**config.mk**
```make
export PLATFORM = sky130hd
export DESIGN_NAME = hazard_scoreboard_flat
export DESIGN_NICKNAME = d
export VERILOG_FILES = /design/src/rtl/hazard_scoreboard_if.sv /design/src/rtl/hazard_scoreboard.sv /design/src/flat_wrapper.sv
export SDC_FILE = /design/constraint.sdc
export NUM_CORES = 1
export LEC_CHECK = 0
export ABC_AREA = 1
export CORE_MARGIN = 10
export CORE_UTILIZATION = 50
export DETAILED_ROUTE_END_ITERATION = 10
export PLACE_DENSITY = 0.84
export SLEW_MARGIN = 20
export SYNTH_ARGS = -nofsm -noshare
export SYNTH_HDL_FRONTEND = slang
export SYNTH_SLANG_ARGS = --single-unit
```
**constraint.sdc**
```tcl
create_clock -name clk -period 4.5 [get_ports clk]
set_input_delay 0.9 -clock clk [delete_from_list [all_inputs] [get_ports clk]]
set_output_delay 0.9 -clock clk [all_outputs]
set_load 0.005 [all_outputs]
```
**src/rtl/hazard_scoreboard_if.sv**
```systemverilog
// D-stage hazard request bundle and the stall/forward decisions returned for it.
// master: pipeline control side; slave: hazard_scoreboard.
interface hazard_scoreboard_if;
    logic [4:0] rs_D;
    logic [4:0] rt_D;
    logic [1:0] t_use_rs_D;
    logic [1:0] t_use_rt_D;
    logic [4:0] wa_D;
    logic [1:0] t_new_D;
    logic       regwrite_D;
    logic       stall;
    logic       flush_E;
    logic [1:0] fwd_rs_D;
    logic [1:0] fwd_rt_D;
    logic [1:0] fwd_rs_E;
    logic [1:0] fwd_rt_E;

    modport master (
        output rs_D, rt_D, t_use_rs_D, t_use_rt_D, wa_D, t_new_D, regwrite_D,
        input  stall, flush_E, fwd_rs_D, fwd_rt_D, fwd_rs_E, fwd_rt_E
    );

    modport slave (
        input  rs_D, rt_D, t_use_rs_D, t_use_rt_D, wa_D, t_new_D, regwrite_D,
        output stall, flush_E, fwd_rs_D, fwd_rt_D, fwd_rs_E, fwd_rt_E
    );
endinterface

```
**src/rtl/hazard_scoreboard.sv**
```systemverilog
// Tnew/Tuse hazard unit: shadows the E/M/W destination records and derives the
// D-stage stall, E-stage flush and D/E forwarding selects from them.
module hazard_scoreboard (
    input  logic               clk,
    input  logic               reset,
    hazard_scoreboard_if.slave hz
);

    logic       r_e_we, r_m_we, r_w_we;
    logic [4:0] r_e_wa, r_m_wa, r_w_wa;
    logic [1:0] r_e_tnew, r_m_tnew, r_w_tnew;
    logic [4:0] r_e_rs, r_e_rt;

    logic       w_e_rs_d, w_m_rs_d, w_w_rs_d;
    logic       w_e_rt_d, w_m_rt_d, w_w_rt_d;
    logic       w_m_rs_e, w_w_rs_e, w_m_rt_e, w_w_rt_e;
    logic       w_stall_rs, w_stall_rt, w_stall;

    function automatic logic [1:0] dec_sat(input logic [1:0] t);
        return (t == 2'd0) ? 2'd0 : t - 2'd1;
    endfunction

    // $0 is hardwired, so a record naming it never matches.
    function automatic logic match(input logic we, input logic [4:0] wa, input logic [4:0] r);
        return we && (wa == r) && (r != 5'd0);
    endfunction

    // Nearest matching stage decides; a producer not yet ready yields 00 and relies on stall.
    function automatic logic [1:0] fwd_d(input logic me, input logic mm, input logic mw,
                                         input logic [1:0] te, input logic [1:0] tm);
        if (me)      return (te == 2'd0) ? 2'b01 : 2'b00;
        else if (mm) return (tm == 2'd0) ? 2'b10 : 2'b00;
        else if (mw) return 2'b11;
        else         return 2'b00;
    endfunction

    function automatic logic [1:0] fwd_e(input logic mm, input logic mw, input logic [1:0] tm);
        if (mm)      return (tm == 2'd0) ? 2'b10 : 2'b00;
        else if (mw) return 2'b11;
        else         return 2'b00;
    endfunction

    assign w_e_rs_d = match(r_e_we, r_e_wa, hz.rs_D);
    assign w_m_rs_d = match(r_m_we, r_m_wa, hz.rs_D);
    assign w_w_rs_d = match(r_w_we, r_w_wa, hz.rs_D);
    assign w_e_rt_d = match(r_e_we, r_e_wa, hz.rt_D);
    assign w_m_rt_d = match(r_m_we, r_m_wa, hz.rt_D);
    assign w_w_rt_d = match(r_w_we, r_w_wa, hz.rt_D);
    assign w_m_rs_e = match(r_m_we, r_m_wa, r_e_rs);
    assign w_w_rs_e = match(r_w_we, r_w_wa, r_e_rs);
    assign w_m_rt_e = match(r_m_we, r_m_wa, r_e_rt);
    assign w_w_rt_e = match(r_w_we, r_w_wa, r_e_rt);

    always_comb begin
        w_stall_rs = 1'b0;
        w_stall_rt = 1'b0;
        if (hz.t_use_rs_D != 2'd3) begin
            w_stall_rs = (w_e_rs_d && (r_e_tnew > hz.t_use_rs_D)) ||
                         (w_m_rs_d && (r_m_tnew > hz.t_use_rs_D));
        end
        if (hz.t_use_rt_D != 2'd3) begin
            w_stall_rt = (w_e_rt_d && (r_e_tnew > hz.t_use_rt_D)) ||
                         (w_m_rt_d && (r_m_tnew > hz.t_use_rt_D));
        end
        w_stall = w_stall_rs || w_stall_rt;
    end

    assign hz.stall    = w_stall;
    assign hz.flush_E  = w_stall;
    assign hz.fwd_rs_D = fwd_d(w_e_rs_d, w_m_rs_d, w_w_rs_d, r_e_tnew, r_m_tnew);
    assign hz.fwd_rt_D = fwd_d(w_e_rt_d, w_m_rt_d, w_w_rt_d, r_e_tnew, r_m_tnew);
    assign hz.fwd_rs_E = fwd_e(w_m_rs_e, w_w_rs_e, r_m_tnew);
    assign hz.fwd_rt_E = fwd_e(w_m_rt_e, w_w_rt_e, r_m_tnew);

    always_ff @(posedge clk or negedge reset) begin
        if (!reset) begin
            r_e_we   <= 1'b0;
            r_e_wa   <= 5'd0;
            r_e_tnew <= 2'd0;
            r_e_rs   <= 5'd0;
            r_e_rt   <= 5'd0;
            r_m_we   <= 1'b0;
            r_m_wa   <= 5'd0;
            r_m_tnew <= 2'd0;
            r_w_we   <= 1'b0;
            r_w_wa   <= 5'd0;
            r_w_tnew <= 2'd0;
        end else begin
            r_w_we   <= r_m_we;
            r_w_wa   <= r_m_wa;
            r_w_tnew <= dec_sat(r_m_tnew);
            r_m_we   <= r_e_we;
            r_m_wa   <= r_e_wa;
            r_m_tnew <= dec_sat(r_e_tnew);
            // A stalled D instruction is replayed next cycle; E gets a bubble meanwhile.
            if (w_stall) begin
                r_e_we   <= 1'b0;
                r_e_wa   <= 5'd0;
                r_e_tnew <= 2'd0;
                r_e_rs   <= 5'd0;
                r_e_rt   <= 5'd0;
            end else begin
                r_e_we   <= hz.regwrite_D;
                r_e_wa   <= hz.wa_D;
                r_e_tnew <= hz.t_new_D;
                r_e_rs   <= hz.rs_D;
                r_e_rt   <= hz.rt_D;
            end
        end
    end

endmodule

```
**src/flat_wrapper.sv**
```systemverilog
// flat-port wrapper written by rule: the top's interface ports become plain ports
module hazard_scoreboard_flat 
  (clk, reset, hz_rs_D, hz_rt_D, hz_t_use_rs_D, hz_t_use_rt_D, hz_wa_D, hz_t_new_D, hz_regwrite_D, hz_stall, hz_flush_E, hz_fwd_rs_D, hz_fwd_rt_D, hz_fwd_rs_E, hz_fwd_rt_E);
  hazard_scoreboard_if hz_i ();
  input  logic clk;
  input  logic reset;
  input wire logic [$bits(hz_i.rs_D)-1:0] hz_rs_D;
  input wire logic [$bits(hz_i.rt_D)-1:0] hz_rt_D;
  input wire logic [$bits(hz_i.t_use_rs_D)-1:0] hz_t_use_rs_D;
  input wire logic [$bits(hz_i.t_use_rt_D)-1:0] hz_t_use_rt_D;
  input wire logic [$bits(hz_i.wa_D)-1:0] hz_wa_D;
  input wire logic [$bits(hz_i.t_new_D)-1:0] hz_t_new_D;
  input wire logic [$bits(hz_i.regwrite_D)-1:0] hz_regwrite_D;
  output wire logic [$bits(hz_i.stall)-1:0] hz_stall;
  output wire logic [$bits(hz_i.flush_E)-1:0] hz_flush_E;
  output wire logic [$bits(hz_i.fwd_rs_D)-1:0] hz_fwd_rs_D;
  output wire logic [$bits(hz_i.fwd_rt_D)-1:0] hz_fwd_rt_D;
  output wire logic [$bits(hz_i.fwd_rs_E)-1:0] hz_fwd_rs_E;
  output wire logic [$bits(hz_i.fwd_rt_E)-1:0] hz_fwd_rt_E;
  assign hz_i.rs_D = hz_rs_D;
  assign hz_i.rt_D = hz_rt_D;
  assign hz_i.t_use_rs_D = hz_t_use_rs_D;
  assign hz_i.t_use_rt_D = hz_t_use_rt_D;
  assign hz_i.wa_D = hz_wa_D;
  assign hz_i.t_new_D = hz_t_new_D;
  assign hz_i.regwrite_D = hz_regwrite_D;
  assign hz_stall = hz_i.stall;
  assign hz_flush_E = hz_i.flush_E;
  assign hz_fwd_rs_D = hz_i.fwd_rs_D;
  assign hz_fwd_rt_D = hz_i.fwd_rt_D;
  assign hz_fwd_rs_E = hz_i.fwd_rs_E;
  assign hz_fwd_rt_E = hz_i.fwd_rt_E;
  hazard_scoreboard u_core (.clk(clk), .reset(reset), .hz(hz_i));
endmodule
```
== Yosys cells after proc, flatten, opt, wreduce, memory -nomap -nowiden ==
Cells that the tools add are included.

* Flip-flop bits (word level): 32
* Input port bits: 24
* Output and inout bits: 10

* Add/subtract/negate cells: 1
* Order comparisons: 4
* Equal/unequal tests: 12
* Muxes and demuxes: 20
* Reduce and logical (&&, ||, !) cells: 33

{| class="wikitable"
|+ Operators with widths
! operator !! count
|-
| 5-bit equality test || 10
|-
| 2-bit two-way mux || 13
|-
| 1-bit logical AND || 24
|-
| 5-bit nonzero test || 4
|-
| 5-bit two-way mux || 3
|-
| 2-bit greater-than comparator || 4
|-
| 2-bit logical NOT || 2
|-
| 1-bit two-way mux || 4
|-
| 2-bit != test, second input constant || 2
|-
| 1-bit logical OR || 3
|-
| 2-bit by 1-bit subtractor with 2-bit output, second input constant || 1
|}

== Depth between registers and ports, before layout ==
Gate-level depths: netlist (run 1).

* Depth after elaboration: 8
* Mapped depth: 12
* Gate-level depth less buffers: 11

== Least setup slack after synthesis (run 1) ==
OpenSTA, ideal clock, no wires.

* Kind: in2out
* Start point: input port hz_t_use_rs_D[1]
* End point: output port hz_stall
* Data arrival time: 1.965 ns
* Path slack: 1.635 ns
* Cell stages on the path: 10
* Buffers on the path: 2
* Path through: inv_1 -> ha_1 -> a21oi_1 -> a21oi_1 -> nand3_1 -> nand2_1 -> nand2_2 -> nand2_4 -> buf_12 -> buf_4

* Word-level cells in the longest chain between the ends: 5
* Elaborated cells between the ends (all ways): 8
* Those cells by class: 2 x order compare; 1 x eq/ne; 1 x mux; 4 x reduce/logical

{| class="wikitable"
|+ Ends and longest elaborated chain
! what !! line !! text
|-
| start: declaration || flat_wrapper.sv:9 || <nowiki>input wire logic [$bits(hz_i.t_use_rs_D)-1:0] hz_t_use_rs_D;</nowiki>
|-
| 2-bit greater-than comparator (on tied branches) || hazard_scoreboard.sv:58, hazard_scoreboard.sv:59 ||
|-
| 1-bit logical AND (on tied branches) || hazard_scoreboard.sv:58, hazard_scoreboard.sv:59 ||
|-
| 1-bit logical OR || hazard_scoreboard.sv:58 || <nowiki>w_stall_rs = (w_e_rs_d && (r_e_tnew > hz.t_use_rs_D)) ||</nowiki>
|-
| 1-bit two-way mux (*) || hazard_scoreboard.sv:57 || <nowiki>if (hz.t_use_rs_D != 2'd3) begin</nowiki>
|-
| 1-bit logical OR (*) || hazard_scoreboard.sv:65 || <nowiki>w_stall = w_stall_rs || w_stall_rt;</nowiki>
|-
| end: declaration || flat_wrapper.sv:14 || <nowiki>output wire logic [$bits(hz_i.stall)-1:0] hz_stall;</nowiki>
|}

Every way passes the cells marked *; elsewhere a longest branch is shown, timed or not.

== Worst setup path after layout (run 1) ==
* Start point: input port hz_t_use_rs_D[1]
* End point: output port hz_flush_E

* Word-level cells in the longest chain between the ends: 5
* Elaborated cells between the ends (all ways): 8
* Those cells by class: 2 x order compare; 1 x eq/ne; 1 x mux; 4 x reduce/logical

{| class="wikitable"
|+ Ends and longest elaborated chain
! what !! line !! text
|-
| 2-bit greater-than comparator (on tied branches) || hazard_scoreboard.sv:58, hazard_scoreboard.sv:59 ||
|-
| 1-bit logical AND (on tied branches) || hazard_scoreboard.sv:58, hazard_scoreboard.sv:59 ||
|-
| 1-bit logical OR || hazard_scoreboard.sv:58 ||
|-
| 1-bit two-way mux (*) || hazard_scoreboard.sv:57 ||
|-
| 1-bit logical OR (*) || hazard_scoreboard.sv:65 ||
|-
| end: declaration || flat_wrapper.sv:15 || <nowiki>output wire logic [$bits(hz_i.flush_E)-1:0] hz_flush_E;</nowiki>
|}

Marks and branches as above.

==> results.cfg, run 1 <==
[synth]
avgSynthCellArea_um2 = 7.03
yosysWarnings = 0
synthTopCellsByArea = dfrtp_1, nand2_1, inv_1
syn_inst = 302
synth-seq-cells = 32
syn_nets = 334
synth_top_area_share = 0.377
seq_area_frac_synth = 0.377
synth_cell_type_count = 26
synth_area_mm2 = 0.00212
yosysTopAreaCell = dfrtp_1

[cts]
post_cts_buffers = 0
postCtsHoldBufs = 0
clock_latency_ns = 0.29
cts_root_buffer = clkbuf_8
clockBufferDepth = 2
numCtsBuffers = 5
cts.sinks = 32
post_cts_resized = 0
cts_max_level = 2
clk_pin_slew_ns = 0.07
cts_tree = yes

[place]
io_buffers = 33
post-place-cells = 383
dp_slack_ns = 0.562
hpwl_um = 4350
place_area_mm2 = 0.00249
gp_congestion = 0.955

[hold_path]
hp-start = u_core.r_e_we
holdPathEnd = u_core.r_m_we
hold_class = reg -> reg
hold_path_depth = 0

[setup_path]
r2r_end = u_core.r_e_rt[4]
r2r_slack_ns = 2.83
crit_arrival_ns = 3.04
critPathMaxFanout = 20
critPathLaunchType = input pin
crit_type = in -> out
regToRegStartpoint = u_core.r_e_tnew[1]
crit_path_end_kind = primary output
required_ns = 3.60
r2r_cells = 8

[floorplan]
die_area_mm2 = 0.00725
core_area_mm2 = 0.00406
start_util = 0.523
ios = 34
die_y_um = 85.2
die_w_um = 85.2
core.rowCount = 23

[final_layout]
final_area_mm2 = 0.00262
drive_gt1_frac = 0.117
final_cells = 391
final.fill_count = 366
antenna_cells = 0
area_growth_pct = 23.3
fin_nets = 372

[sta]
rsz0062_at_grt = no
max_freq_mhz = 254
tightest_slew_ns = 0.457
fin_setup_tns_ns = 0
setup_ws_ns = 0.558
post-route-period-util = 0.876
fin_skew_ns = 0.00554
finalMaxSlewViolations = 0
hold_viol = 0
post-route-min-period_ns = 3.94
relSlewSlack = 0.694
setup_viol = 0

[global_routing]
grt_usage = 0.154
grtUsageMet2 = 0.246
use_met3 = 0.0526
grt_pass1_vias = 1997
grt_pass1_wl_um = 9100
grt_antenna_before_repair = 0
grt_overflow = 0
grt_max_degree = 33
grt_util_met1 = 0.176
grt_busiest_layer = met2

[power]
vdd_drop_max_uv = 184
p_total_w = 0.000777
p_leak_nw = 1.35
power.density_mw_per_mm2 = 297

[routing]
drtPass1Iterations = 4
wl_per_cell_um = 13.8
dr.first_iter.drc_count = 111
viasPerCell = 5.03
num_vias = 1968
ant_nets = 0
drc = 0
routed_wl_um = 5400

[run]
drv_cap = 0

[status]
run_status = complete, no violations
## logic make-up (layout without fill, tap and decap cells)
family                     Yosys count  count (layout)  synth area share
and+or+nand+nor                    161             161             0.332
buffers and inverters               57              96             0.110
DFF                                 32              32             0.377
AOI/OAI and AO/OA                   30              30            0.0754
xor gates and xnor gates            14              14            0.0578
adders and majority gates            8               8            0.0471
## where the power goes
part	internal [W]	switching (W)	total (W)
registers	0.000306	0.0000250	0.000331
logic	0.0000669	0.0000818	0.000149
clock network	0.000195	0.000103	0.000298
## through the flow
step | hold slack (ns) | util
after floorplan | 0.354 | -
after global placement | 0.366 | 0.614
after detailed placement | 0.372 | 0.614
after CTS | 0.389 | 0.645
after global routing | 0.410 | 0.645
final | 0.387 | 0.645
## metal layers
metal / vias to the layer above / share of wire
met1: 873 / 0.42
met5: - / 0
met4: 0 / 0.031
met2: 66 / 0.47
met3: 18 / 0.078
li1: 1011 / -
## worst max path at each step
| stage | depth (start not counted) | start | slack (ns) | endpoint |
|---|---|---|---|---|
| 3_5_place_dp | 10 | hz_t_use_rs_D[1] | 0.56 | hz_flush_E |
| 4_1_cts | 10 | hz_t_use_rs_D[1] | 0.54 | hz_flush_E |
| 3_3_place_gp | 10 | hz_t_use_rs_D[1] | 0.58 | hz_flush_E |
| 2_1_floorplan | 10 | hz_t_use_rs_D[1] | 1.63 | hz_stall |
| 5_1_grt | 10 | hz_t_use_rs_D[1] | 0.39 | hz_flush_E |
| 6_report | 10 | hz_t_use_rs_D[1] | 0.56 | hz_flush_E |
## synthesized netlist by cell type, drive strengths merged
master and number:
a21boi 1, a21oi 14, and2 2, and3 1
buf 2, clkbuf 1, clkinv 1, dfrtp 32
ha 8, inv 53, nand2 90, nand3 17
nand4 4, nor2 41, nor3 3, nor3b 1
nor4 2, o21ai 9, o22ai 6, xnor2 7
xor2 7
## area by class of cell
class                           count  area (um^2)  area share
Clock buffer                        7         96.3      0.0368
Timing Repair Buffer               34          338       0.129
Tap cell                           50         62.6      0.0239
Sequential cell                    32          801       0.306
Inverter                           54          203      0.0774
Clock inverter                      1         30.0      0.0115
Multi-Input combinational cell    213         1090       0.416
## placed cells by master (no fill, tap or decap)
cell type        Yosys  routed
nand2_4              1       1
nand2_2              2       2
ha_1                 8       8
nor2_1              26      26
clkbuf_8             0       7
nor3_1               3       3
nand4_1              4       4
xor2_1               7       7
buf_4                1       1
inv_1               40      40
dfrtp_1             32      32
a21oi_1             14      14
nand3_1             17      17
a21boi_0             1       1
inv_2               13      13
nand2_1             87      87
nor4_1               2       2
bufinv_16            0       1
clkdlybuf4s50_1      0      33
nor3b_1              1       1
o22ai_1              6       6
and2_0               2       2
o21ai_0              9       9
xnor2_1              7       7
clkinv_1             1       1
and3_1               1       1
nor2_2              15      15
## worst max-delay path, stage by stage
cell	delay [ns]
clkdlybuf4s50_1	0.47
inv_1	0.07
ha_1	0.30
a21oi_1	0.07
a21oi_1	0.18
nand3_1	0.10
nand2_1	0.08
nand2_2	0.06
nand2_4	0.24
clkdlybuf4s50_1	0.57
## registers in the layout, indices dropped and copies added (netlist names)
signal           count
u_core.r_m_wa        5
u_core.r_e_rt        5
u_core.r_e_wa        5
u_core.r_w_wa        5
u_core.r_e_tnew      2
u_core.r_w_we        1
u_core.r_m_tnew      2
u_core.r_m_we        1
u_core.r_e_we        1
u_core.r_e_rs        5
Note: power is estimated with default switching activity, not from simulation.
==> run 2: changes to the inputs <==
--- a/config.mk
+++ b/config.mk
@@ -6,10 +6,12 @@
 export NUM_CORES = 1
 export LEC_CHECK = 0
 export ABC_AREA = 1
+export CELL_PAD_IN_SITES_DETAIL_PLACEMENT = 1
+export CELL_PAD_IN_SITES_GLOBAL_PLACEMENT = 1
 export CORE_MARGIN = 10
-export CORE_UTILIZATION = 50
+export CORE_UTILIZATION = 41
 export DETAILED_ROUTE_END_ITERATION = 10
-export PLACE_DENSITY = 0.84
+export PLACE_DENSITY = 0.93
 export SLEW_MARGIN = 20
 export SYNTH_ARGS = -nofsm -noshare
 export SYNTH_HDL_FRONTEND = slang
==> run 2 against run 1 <==
  * Power fell by 6.4%
  * Final cell count rose by 4.9%
  * Register-to-register slack barely moved
  * Flip-flop and latch count did not move
  * Count of clock-buffer cells in the layout did not move
  * Global-route usage rose by 1.4 points
  * Combinational power rose by 5%
  * Worst setup slack got worse by 0.024 ns
  * Clock power fell by 20%
  * Maximum frequency fell by 0.61%
  * Sequential power barely moved
  * Critical path type unchanged
  * Largest power group unchanged
==> results.cfg, run 2 (synthesis results as in run 1) <==
[status]
run_status = complete, no violations

[hold_path]
hp-start = u_core.r_e_we
hold_class = reg -> reg

[sta]
holdWs_ns = 0.385
finalMaxSlewViolations = 0
max_freq_mhz = 252
post-route-period-util = 0.881
setup_viol = 0
fin_skew_ns = 0.00613
setup_ws_ns = 0.533
hold_viol = 0
post-route-min-period_ns = 3.97
tightest_slew_ns = 0.507
relSlewSlack = 0.659
fin_setup_tns_ns = 0
rsz0062_at_grt = no

[cts]
post_cts_buffers = 0
post_cts_resized = 0
cts_tree = yes
clock_latency_ns = 0.29
clk_pin_slew_ns = 0.06
clockBufferDepth = 2
cts_root_buffer = clkbuf_8
postCtsHoldBufs = 0
cts.sinks = 32
numCtsBuffers = 5
cts_max_level = 2

[setup_path]
r2r_slack_ns = 2.83
crit_arrival_ns = 3.07
regToRegStartpoint = u_core.r_e_tnew[1]
r2r_end = u_core.r_e_rt[4]
critPathLaunch = hz_t_use_rt_D[1]
cp-endpoint = hz_flush_E
critPathLaunchType = input pin
crit_path_end_kind = primary output
r2r_cells = 8
crit_type = in -> out
required_ns = 3.60
critPathMaxFanout = 20

[routing]
num_vias = 2056
drc = 0
routed_wl_um = 6690
viasPerCell = 5.01
dr.first_iter.drc_count = 64
wl_per_cell_um = 16.3
ant_nets = 0
drtPass1Iterations = 4

[final_layout]
drive_gt1_frac = 0.115
final_common_cell = nand2_1
final_cells = 410
fin_nets = 372
antenna_cells = 0
layout_common_cells = nand2_1, inv_1, clkdlybuf4s50_1, dfrtp_1, nor2_1
area_growth_pct = 23.1

[floorplan]
die_w_um = 92.0
ios = 34
die_area_mm2 = 0.00846
core.rowCount = 26
die_y_um = 92.0
start_util = 0.418
core_area_mm2 = 0.00507

[place]
gp_congestion = 0.925
io_buffers = 33
hpwl_um = 5340
dp_slack_ns = 0.554
post-place-cells = 403

[power]
vdd_drop_max_uv = 188
p_leak_nw = 1.33
power.density_mw_per_mm2 = 278
p_total_w = 0.000727

[global_routing]
grt_antenna_before_repair = 0
grt_pass1_wl_um = 11500
grt_pass1_vias = 2372
grt_usage = 0.168
grt_max_degree = 33
grt_overflow = 0

[run]
drv_cap = 0
-- run 2: worst min-delay path by stage --
stage	depth (start not counted)	slack, ns	to
floorplan	0	0.35	u_core.r_m_we
detailed placement	0	0.37	u_core.r_m_we
global placement	0	0.36	u_core.r_m_we
CTS	0	0.38	u_core.r_m_we
finish	0	0.39	u_core.r_m_we
global route	0	0.40	u_core.r_m_we
-- run 2: worst max-delay path, cell delays in order --
cell	delay, ns
clkdlybuf4s50_1	0.48
inv_1	0.08
ha_1	0.31
a21oi_1	0.08
a21oi_1	0.16
nand3_1	0.09
nand2_1	0.08
nand2_2	0.06
nand2_4	0.24
clkdlybuf4s50_1	0.57
-- run 2: power breakdown --
part / internal (W) / switching [W] / total, W / leakage [nW]
clock network: 0.000136 / 0.000103 / 0.000239 / 0.0503
logic: 0.0000674 / 0.0000882 / 0.000156 / 0.906
registers: 0.000306 / 0.0000267 / 0.000333 / 0.377
total: 0.000509 / 0.000218 / 0.000727 / 1.33
-- run 2: area by class of cell --
cell class                 instances  area [um^2]
multi-input combinational        213         1090
timing repair buffer              34          338
clock buffer                       7         96.3
sequential                        32          801
tap                               70         87.6
fill                             684         2460
inverter                          54          203
-- run 2: per-stage QoR --
step,area [um^2],util
final,2610,0.515
after global placement,2520,0.496
after global routing,2610,0.515
after CTS,2610,0.515
after detailed placement,2520,0.496
after floorplan,2120,-
-- run 2: routing by layer --
layer  vias to the layer above  track usage  routed length, um
li1                       1008            -                  -
met1                       990        0.179               2720
met2                        43        0.312               3590
met3                        15       0.0375                242
met4                         0       0.0643                143
met5                         -            0                  0
==> run 3: changes to the inputs <==
--- a/config.mk
+++ b/config.mk
@@ -6,6 +6,7 @@
 export NUM_CORES = 1
 export LEC_CHECK = 0
 export ABC_AREA = 1
+export CAP_MARGIN = 20
 export CELL_PAD_IN_SITES_DETAIL_PLACEMENT = 1
 export CELL_PAD_IN_SITES_GLOBAL_PLACEMENT = 1
 export CORE_MARGIN = 10
==> constraint.sdc (replaced) <==
create_clock -name clk -period 4.5 [get_ports clk]
set_input_delay 0.45 -clock clk [delete_from_list [all_inputs] [get_ports clk]]
set_output_delay 0.45 -clock clk [all_outputs]
set_load 0.005 [all_outputs]
==> run 3 against run 2 <==
  * Power fell by 1.7%
  * Critical path type unchanged
  * Sequential power is essentially flat
  * Via count up 0.68%
  * First-iteration DRC count is 7.8% higher
  * Clock power down 4%
  * Clock skew barely moved
  * Register-to-register slack got worse by 0.04 ns
  * Routed wire length decreased by 4.0%
  * Non-clock buffer count did not move
  * Worst hold slack got worse by 0.0076 ns
  * Sequential share of layout area about the same
  * Largest cell class unchanged
  * Worst setup slack gained 0.89 ns
==> results.cfg, run 3 (synthesis results as in run 1) <==
[setup_path]
critPathMaxStageDelay_ns = 0.57
crit_arrival_ns = 2.63
crit_chain = clkdlybuf4s50_1 > inv_1 > ha_1 > a21oi_1 > a21oi_1 > nand3_1 > nand2_1 > nand2_2 > nand2_4 > clkdlybuf4s50_1
critPathMaxFanout = 20
crit_path_end_kind = primary output
critPathLaunchType = input pin
crit_type = in -> out
required_ns = 4.05
slowest_stage = clkdlybuf4s50_1

[floorplan]
start_util = 0.418
core.rowCount = 26
die_w_um = 92.0
core_area_mm2 = 0.00507
die_y_um = 92.0
die_area_mm2 = 0.00846
ios = 34

[cts]
post_cts_resized = 0
cts.sinks = 32
clock_latency_ns = 0.29
post_cts_buffers = 0
cts_tree = yes
numCtsBuffers = 5
clockBufferDepth = 2
cts_root_buffer = clkbuf_8
postCtsHoldBufs = 0
cts_max_level = 2
clk_pin_slew_ns = 0.07

[routing]
drc = 0
ant_nets = 0
dr.first_iter.drc_count = 69
num_vias = 2070
drtPass1Iterations = 4
wl_per_cell_um = 15.6
routed_wl_um = 6420
viasPerCell = 5.04

[sta]
relSlewSlack = 0.687
fin_skew_ns = 0.00635
post-route-period-util = 0.684
post-route-min-period_ns = 3.08
finalMaxSlewViolations = 0
tightest_slew_ns = 0.468
max_freq_mhz = 325
setup_viol = 0
fin_setup_tns_ns = 0
rsz0062_at_grt = no
hold_viol = 0

[global_routing]
grt_pass1_vias = 2363
grt_pass1_wl_um = 11200
grt_usage = 0.164
grt_overflow = 0
grt_max_degree = 33
grt_antenna_before_repair = 0

[status]
run_status = complete, no violations

[final_layout]
antenna_cells = 0
drive_gt1_frac = 0.117
fin_util = 0.514
area_growth_pct = 22.9
final_cells = 411
fin_nets = 372
final_common_cell = nand2_1
layout_common_cells = nand2_1, inv_1, clkdlybuf4s50_1, dfrtp_1, nor2_1

[place]
gp_congestion = 0.959
hpwl_um = 5160
io_buffers = 33
post-place-cells = 403

[hold_path]
hold_class = reg -> reg

[power]
power.density_mw_per_mm2 = 274
p_leak_nw = 1.33
vdd_drop_max_uv = 199

[run]
drv_cap = 0
run 3: power by group:
group	switching (W)	internal [W]
clock	0.000108	0.000122
sequential	0.0000266	0.000306
combinational	0.0000859	0.0000672
total	0.000220	0.000495
run 3: cell type report:
cell class / count / area [um^2]
clock buffer: 6 / 82.6
clock inverter: 2 / 10.0
fill: 701 / 2460
inverter: 54 / 203
multi-input combinational: 213 / 1090
sequential: 32 / 801
tap: 70 / 87.6
timing repair buffer: 34 / 338
run 3: worst paths after layout:
| path | start | endpoint | slack, ns | cells past startpoint |
|---|---|---|---|---|
| min in group asynchronous | reset | u_core.r_e_wa[1] | 0.56 | 2 |
| min reg2reg | u_core.r_e_we | u_core.r_m_we | 0.38 | 0 |
| max in group asynchronous | reset | u_core.r_w_wa[3] | 3.64 | 2 |
| min | u_core.r_e_we | u_core.r_m_we | 0.38 | 0 |
| max reg2reg | u_core.r_m_tnew[1] | u_core.r_e_rs[4] | 2.79 | 8 |
| max | hz_t_use_rs_D[1] | hz_flush_E | 1.42 | 10 |
run 3: worst max-delay path, delay by kind of cell:
kind	cells	cell delay, ns
buffers and inverters	3	1.11
and+or+nand+nor	4	0.51
adders and majority gates	1	0.30
AOI/OAI and AO/OA	2	0.24
run 3: through the flow:
| stage | setup WS, ns | instance area, um^2 | hold slack [ns] | power, W |
|---|---|---|---|---|
| floorplan | 2.53 | 2120 | 0.154 | 0.000420 |
| CTS | 1.40 | 2610 | 0.379 | 0.000720 |
| finish | 1.42 | 2610 | 0.378 | 0.000715 |
| global route | 1.26 | 2610 | 0.395 | 0.000760 |
| detailed placement | 1.43 | 2520 | 0.363 | 0.000491 |
| global placement | 1.50 | 2520 | 0.360 | 0.000483 |
run 3: metal layers:
metal	up-vias	global-route usage	part of all wire
li1	1014	-	-
met1	994	0.174	0.40
met2	45	0.294	0.51
met3	17	0.0513	0.053
met4	0	0.0668	0.029
met5	-	0	0
